--- src/rtl/audio_channel_out.sv ---
// One audio output channel: AUDC control register, distortion-selected output
// flip-flop, optional high-pass flip-flop and the 4-bit volume contribution.
module audio_channel_out (
   input  logic       clk,
   input  logic       nRST,
   input  logic       enn,
   input  logic [7:0] D,
   input  logic       WR,
   input  logic       BOR,
   input  logic       P4,
   input  logic       P5,
   input  logic       P17,
   input  logic       HPE,
   input  logic       HPC,
   output logic       CH,
   output logic [3:0] AUD
);

   logic [7:0] audc_r;
   logic       ch_r;
   logic       hf_r;
   logic [7:0] audc_next_s;
   logic       ch_next_s;
   logic       hf_next_s;
   logic       gate_s;

   // Volume contribution from control bits and the (optionally filtered) output bit.
   function automatic logic [3:0] volume_out(input logic [7:0] audc,
                                              input logic       ch,
                                              input logic       hf,
                                              input logic       hpe);
      logic f;
      f = hpe ? (ch ^ hf) : ch;
      if (audc[4] == 1'b1) begin
         volume_out = audc[3:0];
      end else begin
         volume_out = f ? audc[3:0] : 4'd0;
      end
   endfunction

   // Next-state logic; the output bit always uses the pre-write distortion mode.
   always_comb begin
      audc_next_s = audc_r;
      ch_next_s   = ch_r;
      hf_next_s   = hf_r;
      gate_s      = audc_r[7] | P5;
      if (WR == 1'b1) begin
         audc_next_s = D;
      end else begin
         audc_next_s = audc_r;
      end
      if ((BOR == 1'b1) && (gate_s == 1'b1)) begin
         case ({audc_r[6], audc_r[5]})
            2'b01, 2'b11: ch_next_s = ~ch_r;
            2'b10:        ch_next_s = P4;
            2'b00:        ch_next_s = P17;
            default:      ch_next_s = ch_r;
         endcase
      end else begin
         ch_next_s = ch_r;
      end
      if (HPE == 1'b0) begin
         hf_next_s = 1'b0;
      end else if (HPC == 1'b1) begin
         hf_next_s = ch_r;
      end else begin
         hf_next_s = hf_r;
      end
   end

   // State register: falling-edge clocked, gated by the cycle enable.
   always_ff @(negedge clk or negedge nRST) begin
      if (!nRST) begin
         audc_r <= 8'h00;
         ch_r   <= 1'b0;
         hf_r   <= 1'b0;
      end else if (enn) begin
         audc_r <= audc_next_s;
         ch_r   <= ch_next_s;
         hf_r   <= hf_next_s;
      end
   end

   assign CH  = ch_r;
   assign AUD = volume_out(audc_r, ch_r, hf_r, HPE);

endmodule

--- config.mk ---
export PLATFORM = sky130hd
export DESIGN_NAME = audio_channel_out
export DESIGN_NICKNAME = d
export VERILOG_FILES = /design/src/rtl/audio_channel_out.sv
export SDC_FILE = /design/constraint.sdc
export NUM_CORES = 1
export LEC_CHECK = 0
export ABC_AREA = 0
export CAP_MARGIN = 15
export CORE_AREA = 2 2 39 41
export DETAILED_ROUTE_END_ITERATION = 6
export DIE_AREA = 0 0 41 43
export PLACE_DENSITY = 0.74
export SLEW_MARGIN = 10
export SYNTH_ARGS = -nofsm -noshare
export SYNTH_HDL_FRONTEND = slang
export SYNTH_SLANG_ARGS = --single-unit
--- constraint.sdc ---
create_clock -name clk -period 1.31 [get_ports clk]
set_input_delay 0.1965 -clock clk [delete_from_list [all_inputs] [get_ports clk]]
set_output_delay 0.1965 -clock clk [all_outputs]
set_load 0.01 [all_outputs]
==> results.sh <==
export IMPL_status="finished with violations"
export IMPL_violations="setup timing"
export IMPL_grt_usage_pct=13.2
export IMPL_grt_max_degree=11
export IMPL_synth_edf_count=0
export IMPL_clock_sinks=10
export IMPL_final_setup_worst_slack_ns=-0.803
export IMPL_fin_setup_tns_ns=-3.71
export IMPL_crit_fanout=3
export IMPL_synthCells=36
export IMPL_stdcell_count=85
export IMPL_yosys_top_cells_area="dfrtn_1 (55%), mux2_2 (20%), nor2b_1 (5.5%)"
export IMPL_synth_top_cells_by_count="dfrtn_1 (10), mux2_2 (8), nor2b_1 (4), nand3_1 (3)"
export IMPL_hold_violations=0
export IMPL_fp_dieW_um=41
export IMPL_die_area_um2=1760
export IMPL_cts_root_buf="clkbuf_4"
export IMPL_gp_congestion=0.699
export IMPL_antenna_found_initial=0
export IMPL_hold_buffers=0
export IMPL_ios=23
export IMPL_detail_route_iter0_violations=2
export IMPL_critical_path_class="flop to output pin"
export IMPL_diodes=0
export IMPL_wirelength_um=891
export IMPL_seqCellArea_um2=250
export IMPL_power_density_nw_per_um2=1180
export IMPL_clk_pin_slew_ns=0.04
export IMPL_crit_path_start_kind="flop"
export IMPL_hp_class="flop to flop"
export IMPL_grt_pass1_vias=362
export IMPL_grt_pass1_wl_um=1460
export IMPL_drv_cap=0
export IMPL_slowest_stage="dfrtn_1"
export IMPL_nets=89
export IMPL_yosys_register_bits=10
export IMPL_worstPathRequired_ns=1.11
export IMPL_avgViaCountPerCell=4.61
export IMPL_rows=14
export IMPL_first_pass_iters=2
export IMPL_worstSetupStartpoint="CH"
export IMPL_peakVddDrop_mv=0.687
export IMPL_ys_types=15
export IMPL_synth_nets=54
export IMPL_nFillCells=135
export IMPL_start_util_pct=33.1
export IMPL_yosysMostFrequentCell="dfrtn_1"
export IMPL_power_leakage_nw=0.408
export IMPL_ys_flop_type="dfrtn_1"
export IMPL_worst_pin_slew_ns=0.161
export IMPL_async_reset_ff_share_pct=100
export IMPL_setup_viol=5
export IMPL_reg2reg_from="CH"
export IMPL_cts_max_level=1
export IMPL_port_buffers=22
export IMPL_numCtsBuffers=3
export IMPL_synth_top_area_share_pct=54.6
export IMPL_wl_per_cell_um=10.5
export IMPL_area_growth_synth_to_final_pct=74.0
export IMPL_finalCoreUtilization_pct=57.6
export IMPL_core_um2=1380
export IMPL_drc_errors=0
export IMPL_gr_total_overflow=0
export IMPL_seq_area_frac_synth_pct=54.6
export IMPL_endpoint_kind="output pin"
export IMPL_critical_path_max_stage_delay_ns=0.43
export IMPL_drive_gt1_share_pct=44.9
export IMPL_worst_clock_skew_ns=0.00208
export IMPL_die_h_um=43
export IMPL_dpl_hpwl_um=679
export IMPL_ys_warnings_count=0
export IMPL_path_cells="nand3_1, a21oi_2, buf_4, nor2b_1, buf_2"
export IMPL_worstPathArrival_ns=1.92
export IMPL_final_max_slew_viol_count=0
export IMPL_hp_start="audc_r[0]"
export IMPL_synth_area_per_cell_um2=12.7
export IMPL_rsz0062_at_grt="yes"
export IMPL_ant_nets=0
export IMPL_multiInputGateArea_um2=251
export IMPL_clockBufferDepth=2
export IMPL_via_count=392
export IMPL_yosysTopAreaCell="dfrtn_1"
export IMPL_dp_cells=79
export IMPL_timing_slew_headroom_pct=89.3
export IMPL_synth_area_um2=458
export IMPL_insertion_delay_ns=0.26
export IMPL_cts_tree="yes"
export IMPL_ff2ff_setup_slack_ns=0.28
-- metal layers --
metal	track usage [%]	vias to the layer above	wire length, um
li1	-	198	-
met1	17.1	175	390
met2	17.2	15	403
met3	3.14	4	60
met4	12.0	0	37
met5	0	-	0
-- kinds of logic after synthesis --
| logic type | count (synthesis) | share of synthesized area [%] |
|---|---|---|
| AO/OA/AOI/OAI | 5 | 8.47 |
| buffers and inverters | 1 | 0.819 |
| flip-flops | 10 | 54.6 |
| multiplexers | 9 | 21.9 |
| AND/OR/NAND/NOR | 11 | 14.2 |
-- report_power, final --
part	switching (mW)	internal (mW)
registers	0.0330	0.367
clock network	0.0860	0.105
logic	0.127	0.226
total	0.246	0.698
-- registers in the layout, summed over array words and instances, names as in the netlist --
register / flops
audc_r: 8
hf_r: 1
CH: 1
-- critical path, delay by kind of cell (launching register included) --
family / cells / cell delay [ns]
DFF: 1 / 0.43
buffers and inverters: 2 / 0.26
and+or+nand+nor: 2 / 0.14
AOI/OAI and AO/OA: 1 / 0.17
-- final cells by class --
type / count / share of cell area [%]
multi-input combinational: 25 / 31.6
sequential: 10 / 31.4
timing repair buffer: 30 / 31.2
clock buffer: 3 / 2.83
tap: 16 / 2.51
inverter: 1 / 0.471
-- final timing paths --
| kind | to | cells past startpoint |
|---|---|---|
| min in group asynchronous | hf_r | 2 |
| max | AUD[3] | 5 |
| min reg2reg | audc_r[0] | 1 |
| max reg2reg | CH | 4 |
| max in group asynchronous | audc_r[7] | 2 |
| min | audc_r[0] | 1 |
-- stage by stage --
step / worst slack [ns] / hold slack [ns] / power (mW) / instance area (um^2)
floorplan: -0.412 / 0.434 / 0.558 / 505
global placement: -0.827 / 0.455 / 0.753 / 796
detailed placement: -0.836 / 0.455 / 0.755 / 796
CTS: -0.802 / 0.456 / 0.957 / 802
global route: -0.894 / 0.459 / 1.01 / 797
finish: -0.803 / 0.449 / 0.944 / 797
-- placed cells by master, fill, tap and decap left out --
master           instances
a21o_1                   1
a21oi_2                  1
buf_12                   1
buf_2                    5
buf_4                    6
buf_6                    3
clkbuf_2                 2
clkbuf_4                 3
clkdlybuf4s50_1          1
dfrtn_1                 10
dlygate4sd2_1           12
inv_1                    1
mux2_4                   8
mux2i_1                  1
nand2_1                  1
nand2_8                  1
nand3_1                  3
nor2b_1                  4
o211ai_2                 1
o21ai_1                  1
o2bb2ai_1                1
or3_1                    1
or3b_1                   1
-- repair_timing --
item | in CTS | in global routing
resized for setup | 46 | 5
setup endpoints to repair | 15 | 8
pin swaps | 9 | 5
buffers inserted | 3 | 0
Power figures use the tool's default switching activity.
